<file path="src/rtl/muldiv_unit.sv">
// Iterative RV64M multiply/divide unit: one shift-add or restoring-divide step per cycle,
// operands reduced to magnitudes at accept and the result sign restored when the op completes.
module muldiv_unit #(
  parameter int XLEN = 64
) (
  input  logic            Clk,
  input  logic            Reset,
  input  logic            Start,
  input  logic [2:0]      Func3,
  input  logic [XLEN-1:0] A,
  input  logic [XLEN-1:0] B,
  output logic            Busy,
  output logic            Done,
  output logic [XLEN-1:0] Result,
  output logic            DivByZero
);

  typedef enum logic [1:0] {IDLE, CALC, DONE} state_t;

  state_t            state_q, state_d;
  logic [5:0]        count_q, count_d;
  logic [2:0]        op_q, op_d;
  logic [XLEN-1:0]   a_q, a_d;
  logic [XLEN-1:0]   b_q, b_d;
  logic [2*XLEN-1:0] acc_q, acc_d;
  logic              neg_q, neg_d;
  logic              a_neg_q, a_neg_d;
  logic              b_zero_q, b_zero_d;
  logic              busy_q, busy_d;
  logic              done_q, done_d;
  logic              dbz_q, dbz_d;
  logic [XLEN-1:0]   result_q, result_d;

  logic              a_signed, b_signed, a_neg_in, b_neg_in;
  logic [XLEN-1:0]   a_mag_in, b_mag_in;
  logic [XLEN:0]     mul_sum, rem_sh;
  logic              q_bit;
  logic [XLEN-1:0]   rem_new, quo_fix, rem_fix;
  logic [2*XLEN-1:0] step, prod_fix;

  // Datapath: acc holds {partial product high, multiplier} or {remainder, dividend/quotient}.
  always_comb begin
    a_signed = (Func3 == 3'b001) || (Func3 == 3'b010) || (Func3 == 3'b100) || (Func3 == 3'b110);
    b_signed = (Func3 == 3'b001) || (Func3 == 3'b100) || (Func3 == 3'b110);
    a_neg_in = a_signed & A[XLEN-1];
    b_neg_in = b_signed & B[XLEN-1];
    a_mag_in = a_neg_in ? -A : A;
    b_mag_in = b_neg_in ? -B : B;

    mul_sum  = {1'b0, acc_q[2*XLEN-1:XLEN]} + (acc_q[0] ? {1'b0, b_q} : {(XLEN+1){1'b0}});
    rem_sh   = {acc_q[2*XLEN-1:XLEN], acc_q[XLEN-1]};
    q_bit    = rem_sh >= {1'b0, b_q};
    // When the trial subtraction succeeds the difference is below the divisor, so 64 bits suffice.
    rem_new  = q_bit ? (rem_sh[XLEN-1:0] - b_q) : rem_sh[XLEN-1:0];
    step     = op_q[2] ? {rem_new, acc_q[XLEN-2:0], q_bit}
                       : {mul_sum, acc_q[XLEN-1:1]};

    prod_fix = neg_q ? -step : step;
    quo_fix  = neg_q ? -step[XLEN-1:0] : step[XLEN-1:0];
    rem_fix  = a_neg_q ? -step[2*XLEN-1:XLEN] : step[2*XLEN-1:XLEN];
  end

  always_comb begin
    state_d  = state_q;
    count_d  = count_q;
    op_d     = op_q;
    a_d      = a_q;
    b_d      = b_q;
    acc_d    = acc_q;
    neg_d    = neg_q;
    a_neg_d  = a_neg_q;
    b_zero_d = b_zero_q;
    busy_d   = busy_q;
    done_d   = 1'b0;
    dbz_d    = dbz_q;
    result_d = result_q;
    unique case (state_q)
      IDLE: begin
        if (Start) begin
          state_d  = CALC;
          count_d  = 6'd0;
          op_d     = Func3;
          a_d      = A;
          b_d      = b_mag_in;
          acc_d    = {{XLEN{1'b0}}, a_mag_in};
          neg_d    = a_neg_in ^ b_neg_in;
          a_neg_d  = a_neg_in;
          b_zero_d = (B == '0);
          busy_d   = 1'b1;
        end
      end
      CALC: begin
        acc_d   = step;
        count_d = count_q + 6'd1;
        if (count_q == 6'd63) begin
          state_d = DONE;
          done_d  = 1'b1;
          dbz_d   = op_q[2] & b_zero_q;
          unique case (op_q)
            3'b000:                 result_d = prod_fix[XLEN-1:0];
            3'b001, 3'b010, 3'b011: result_d = prod_fix[2*XLEN-1:XLEN];
            3'b100, 3'b101:         result_d = b_zero_q ? {XLEN{1'b1}} : quo_fix;
            default:                result_d = b_zero_q ? a_q : rem_fix;
          endcase
        end
      end
      DONE: begin
        state_d = IDLE;
        busy_d  = 1'b0;
      end
      default: begin
        state_d = IDLE;
        busy_d  = 1'b0;
      end
    endcase
  end

  always_ff @(posedge Clk) begin
    if (Reset) begin
      state_q  <= IDLE;
      count_q  <= 6'd0;
      op_q     <= 3'b000;
      a_q      <= '0;
      b_q      <= '0;
      acc_q    <= '0;
      neg_q    <= 1'b0;
      a_neg_q  <= 1'b0;
      b_zero_q <= 1'b0;
      busy_q   <= 1'b0;
      done_q   <= 1'b0;
      dbz_q    <= 1'b0;
      result_q <= '0;
    end else begin
      state_q  <= state_d;
      count_q  <= count_d;
      op_q     <= op_d;
      a_q      <= a_d;
      b_q      <= b_d;
      acc_q    <= acc_d;
      neg_q    <= neg_d;
      a_neg_q  <= a_neg_d;
      b_zero_q <= b_zero_d;
      busy_q   <= busy_d;
      done_q   <= done_d;
      dbz_q    <= dbz_d;
      result_q <= result_d;
    end
  end

  assign Busy      = busy_q;
  assign Done      = done_q;
  assign Result    = result_q;
  assign DivByZero = dbz_q;

endmodule

</file>
<file path="config.mk">
export PLATFORM = sky130hd
export DESIGN_NAME = muldiv_unit
export DESIGN_NICKNAME = d
export VERILOG_FILES = /design/src/rtl/muldiv_unit.sv
export SDC_FILE = /design/constraint.sdc
export NUM_CORES = 2
export LEC_CHECK = 0
export ABC_CLOCK_PERIOD_IN_PS = 7300
export CAP_MARGIN = 20
export CORE_MARGIN = 2
export CORE_UTILIZATION = 57
export DETAILED_ROUTE_END_ITERATION = 10
export HOLD_SLACK_MARGIN = 0.15
export PLACE_DENSITY_LB_ADDON = 0.3
export SYNTH_ARGS = -nofsm -noshare
export SYNTH_HDL_FRONTEND = slang
export SYNTH_SLANG_ARGS = --single-unit
</file>
<file path="constraint.sdc">
create_clock -name Clk -period 7.3 [get_ports Clk]
set_input_delay 1.46 -clock Clk [delete_from_list [all_inputs] [get_ports Clk]]
set_output_delay 1.46 -clock Clk [all_outputs]
set_load 0.1 [all_outputs]
</file>
**Word level (Yosys, flattened, before mapping)**

Cells that the tools add are included.

- Add/subtract/negate cells: 8
- $lt $le $gt $ge: 1
- Reductions and logical operators: 17
- Bitwise gates (word level): 5
- Mux-type cells: 21
- Equality and inequality tests: 13

Operators by type and width:

| kind | number |
|---|---|
| $mux W64 | 8 |
| $mux W128 | 3 |
| $neg A64 Y64 | 4 |
| $pmux W128 S2 | 1 |
| $pmux W64 S3 | 1 |
| $neg A128 Y128 | 1 |
| $add A64 B64 Y65 | 1 |
| $ge A65 B64 Y1 | 1 |
| $logic_not A64 Y1 | 1 |
| $sub A64 B64 Y64 | 1 |
| $eq A3 B3 Y1 const B | 4 |
| $pmux W6 S2 | 1 |
| $reduce_and A2 Y1 | 5 |
| $eq A3 B2 Y1 const B | 3 |
| $add A6 B1 Y6 const B | 1 |
| $eq A3 B1 Y1 const B | 2 |
| $eq A6 B6 Y1 const B | 1 |
| $mux W6 | 1 |
| $logic_or A1 B1 Y1 | 5 |
| $mux W2 | 2 |
| $ne A2 B2 Y1 const B | 2 |
| $pmux W2 S2 | 1 |
| $reduce_or A2 Y1 | 2 |
| $and A1 B1 Y1 | 3 |
| other kinds (9) | 10 |

- Bits in registers: 337
- Word-level logic and storage cells: 78
- Output and inout bits: 67
- Input port bits: 134

**Logic depth before layout (Yosys ltp)**

- Depth in word-level cells: 8
- Gate-level depth with buffers: 29

**Least setup slack after synthesis**

OpenSTA, ideal clock, no wires.

- Kind: register to register
- Start point: reg op_q[2]
- End point: reg result_q[54], in the netlist Result[54]
- Stages on the path, launching flop included: 26
- Setup time: 0.136 ns
- Buffers on the path: 9
- Clock period less this slack: 6.238 ns
- Data arrival time: 6.102 ns
- Path slack: 1.062 ns
- Data required time: 7.164 ns
- Path through: dfxtp_1 buf_2 buf_2 buf_2 buf_2 buf_2 buf_1 buf_2 buf_1 clkbuf_1 mux2i_1 ha_1 o21ai_0 nor3_1 nand4b_1 or3_1 nor2_1 nand3_1 nor3_1 nand2_1 nor4_1 inv_1 o31ai_1 xnor2_1 a211oi_1 a211oi_1

- Cells in the longest elaborated chain, start to end: 5
- Elaborated cells between the ends (all ways): 18

Ends and longest elaborated chain:

| item | RTL line | text |
|---|---|---|
| from (decl) | 22 | `logic [2:0] op_q, op_d;` |
| from (signal assigned) | 136 | `op_q <= op_d;` |
| $mux W128 | 55 | `step = op_q[2] ? {rem_new, acc_q[XLEN-2:0], q_bit}` |
| $neg A64 Y64 (on tied branches) | 60, 59 |  |
| $mux W64 (on tied branches) | 60, 59 |  |
| $mux W64 (on tied branches) | 103, 102 |  |
| $pmux W64 S3 * | 99 | `unique case (op_q)` |
| to (signal assigned) | 146 | `result_q <= result_d;` |
| to (decl) | 32 | `logic [XLEN-1:0] result_q, result_d;` |

Every way passes the cells marked *; elsewhere a longest branch is shown, timed or not.
A chain may end at the register's enable or synchronous reset.

**Worst setup path in the final report**

- Start point: reg b_q[56]
- End point: reg result_q[46], in the netlist Result[46]

- Cells in the longest elaborated chain, start to end: 7
- Elaborated cells between the ends (all ways): 12

Ends and longest elaborated chain:

| item | RTL line | text |
|---|---|---|
| from (decl) | 24 | `logic [XLEN-1:0] b_q, b_d;` |
| from (signal assigned) | 124 | `b_q <= '0;` |
| from (signal assigned) | 138 | `b_q <= b_d;` |
| $ge A65 B64 Y1 * | 52 | `q_bit = rem_sh >= {1'b0, b_q};` |
| $mux W64 | 54 | `rem_new = q_bit ? (rem_sh[XLEN-1:0] - b_q) : rem_sh[XLEN-1:0];` |
| $mux W128 * | 55 |  |
| $neg A64 Y64 | 60 | `rem_fix = a_neg_q ? -step[2*XLEN-1:XLEN] : step[2*XLEN-1:XLEN];` |
| $mux W64 | 60 |  |
| $mux W64 | 103 | `default: result_d = b_zero_q ? a_q : rem_fix;` |
| $pmux W64 S3 * | 99 |  |

Marks and branches as above.

==> impl_metrics.env <==
export IMPL_drc=0
export IMPL_status="finished, final reports clean"
export IMPL_synth_top_area_cell="dfxtp_1"
export IMPL_yosysUniqueCellTypes=102
export IMPL_rows=88
export IMPL_dieArea_um2=59720
export IMPL_crit_path_top_delay_cell="a221o_1"
export IMPL_finalCriticalPeriod_ps=6943
export IMPL_skew_ps=25.24
export IMPL_synth_compound_area_share_pct=29.30
export IMPL_rsz0062_at_grt="no"
export IMPL_start_kind="flop"
export IMPL_vias_per_cell=6.913
export IMPL_ys_flop_type="dfxtp_1"
export IMPL_synth_seq_area_share_pct=20.48
export IMPL_io_pins=201
export IMPL_io_buffers=200
export IMPL_grt_pass1_wl_mm=215.4
export IMPL_peakVddDrop_v=0.0001880
export IMPL_grt_overflow_total=0
export IMPL_grt_pass1_vias=35160
export IMPL_endpoint_kind="flop"
export IMPL_clockRootBuffer="clkbuf_16"
export IMPL_hold_class="flop to flop"
export IMPL_slew_viol_final=0
export IMPL_gp_congestion=1.085
export IMPL_cp_top_family="simple AND/OR/NAND/NOR gates"
export IMPL_design_core_area_um2=57370
export IMPL_crit_type="flop to flop"
export IMPL_power_density_nw_per_um2=184.7
export IMPL_htreeDepth=2
export IMPL_synth_top_family_by_area="compound AO/OA/AOI/OAI gates"
export IMPL_final_nets=5088
export IMPL_drive_above_1_share_pct=6.991
export IMPL_syn_cell_area_um2=32940
export IMPL_ant_nets=0
export IMPL_fin_tns_setup_ps=0
export IMPL_hold_viol_final=0
export IMPL_syn_area_per_cell_um2=6.926
export IMPL_fp_dieH_um=244.4
export IMPL_synthArstFlopShare_pct=0
export IMPL_synth_simple_area_share_pct=27.05
export IMPL_ys_warnings_count=0
export IMPL_place_inst=5540
export IMPL_drt_iter0_markers=5621
export IMPL_cts_sinks=337
export IMPL_grt_use_total_pct=46.23
export IMPL_routed_wl_mm=143.7
export IMPL_synth_mux_area_share_pct=2.758
export IMPL_clockBufferDepth=3
export IMPL_yosysMostFrequentCell="nor2_1"
export IMPL_synth_edf_count=0
export IMPL_ys_ff_latch=337
export IMPL_dr_pass1_iters=9
export IMPL_synth_adder_area_share_pct=5.174
export IMPL_wl_per_cell_um=25.58
export IMPL_drv_cap=0
export IMPL_setup_slack_ps=357.4
export IMPL_finalNonFillerCells=5616
export IMPL_crit_fanout=8
export IMPL_critPathBufInv=2
export IMPL_tightest_slew_ps=1188
export IMPL_finalSetupViolations=0
export IMPL_post_cts_buffers=0
export IMPL_max_freq_ghz=0.1440
export IMPL_max_slew_margin_pct=20.19
export IMPL_cp_required_ps=7750
export IMPL_max_stage_delay_ps=460
export IMPL_dp_hpwl_mm=107.3
export IMPL_area_delta_synth_final_pct=13.47
export IMPL_antenna_found_initial=3
export IMPL_grt_max_degree=144
export IMPL_syn_num_nets=5024
export IMPL_die_w_um=244.4
export IMPL_synthTopCellsByArea="dfxtp_1 20%, a21oi_1 6.8%, nor2_1 6.8%, nand2_1 6.0%, xnor2_1 5.2%"
export IMPL_synthCells=4755
export IMPL_leakage_nw=14.05
export IMPL_clkTransAtPathRegs_ps=70
export IMPL_fillCellCount=5206
export IMPL_critPathArrivalTime_ps=7390
export IMPL_yosys_area_share_xor_xnor_pct=9.600
export IMPL_yosys_area_top_type_share_pct=20.48
export IMPL_regArea_um2=6751
export IMPL_num_vias=38820
export IMPL_clk_latency_ps=600
export IMPL_ys_top_cells_by_count="595 x nor2_1, 527 x nand2_1, 450 x a21oi_1"
export IMPL_cts_tree="done"
export IMPL_fin_crit_sh_pct=95.10
export IMPL_place_ws_ps=680.8
export IMPL_numCtsBuffers=41
export IMPL_multi_input_area_um2=24410
export IMPL_floorplan_initialDensity_pct=57.41
==> sequential cells by signal, summed over array words and instances (netlist names), 2 cells and up <==
signal and cells:
acc_q 128, Result 64, a_q 64, b_q 64
count_q 6, op_q 3, state_q 2
==> cell usage in the layout, fill, tap and decap left out, drive strengths merged, types with 155 or more instances in the layout <==
cell	Yosys	final
nand2	529	529
buf	57	166
dfxtp	337	337
clkdlybuf4s50	0	199
xor2	166	166
o21ai	314	314
nor2	598	598
xnor2	195	195
nor3	155	155
a21oi	451	451
==> cell type report <==
cell class	instances	share of cell area, %
Inverter	129	1.296
Sequential cell	337	18.06
Antenna cell	2	0.01339
Clock inverter	14	0.6796
Multi-Input combinational cell	3944	65.30
Tap cell	765	2.561
Timing Repair Buffer	366	8.805
Clock buffer	59	3.278
==> per-stage QoR <==
stage | power, W | utilization (%) | area, µm² | hold WS, ps
finish | 0.006903 | 65.15 | 37370 | 451.6
global route | 0.007124 | 65.14 | 37370 | 465.7
CTS | 0.006774 | 65.12 | 37360 | 452.0
detailed placement | 0.004496 | 62.54 | 35880 | 443.5
global placement | 0.004489 | 62.54 | 35880 | 441.0
floorplan | 0.003640 | - | 32940 | 431.2
==> tightest hold or removal path, stage by stage, from the launching register on <==
cell     delay [ps]
dfxtp_1         300
nand2_1          50
a21oi_1          50
==> timing repair <==
item                       in CTS  in global routing
setup endpoints to repair       0                  1
hold buffers                    0                  0
hold endpoints to repair        0                  0
gates resized for setup         0                  1
==> cell families (layout without fill, tap and decap cells) <==
group / after synthesis / in the layout
fa+ha+maj: 135 / 135
mux: 89 / 89
flops: 337 / 337
simple gates: 1876 / 1876
other cells: 0 / 2
xor+xnor: 361 / 361
compound gates: 1483 / 1483
buf+inv: 474 / 568
==> report_power, final <==
part / switching (W) / leakage (nW) / internal, W
Combinational: 0.00167 / 10.6 / 0.000865
Sequential: 0.000114 / 2.75 / 0.00194
Clock: 0.000930 / 0.717 / 0.00138
==> routing by layer <==
layer	routed length, µm	track usage [%]	vias up
met5	32	0	-
met4	8151	21.93	6
met3	19190	11.47	511
met2	58920	67.86	2719
met1	57380	63.16	18100
li1	-	-	17490
==> final timing paths <==
| path | depth (start not counted) | slack (ps) | from | to |
|---|---|---|---|---|
| worst max-delay path | 26 | 360 | b_q[56]$_SDFFE_PP0P_ | Result[46]$_SDFFE_PP0P_ |
| worst min-delay path | 2 | 450 | a_q[57]$_SDFFE_PP0P_ | a_q[57]$_SDFFE_PP0P_ |
| worst max register to register | 26 | 360 | b_q[56]$_SDFFE_PP0P_ | Result[46]$_SDFFE_PP0P_ |
| worst min register to register | 2 | 450 | a_q[57]$_SDFFE_PP0P_ | a_q[57]$_SDFFE_PP0P_ |
No activity file was read; power rests on OpenSTA's default activity.
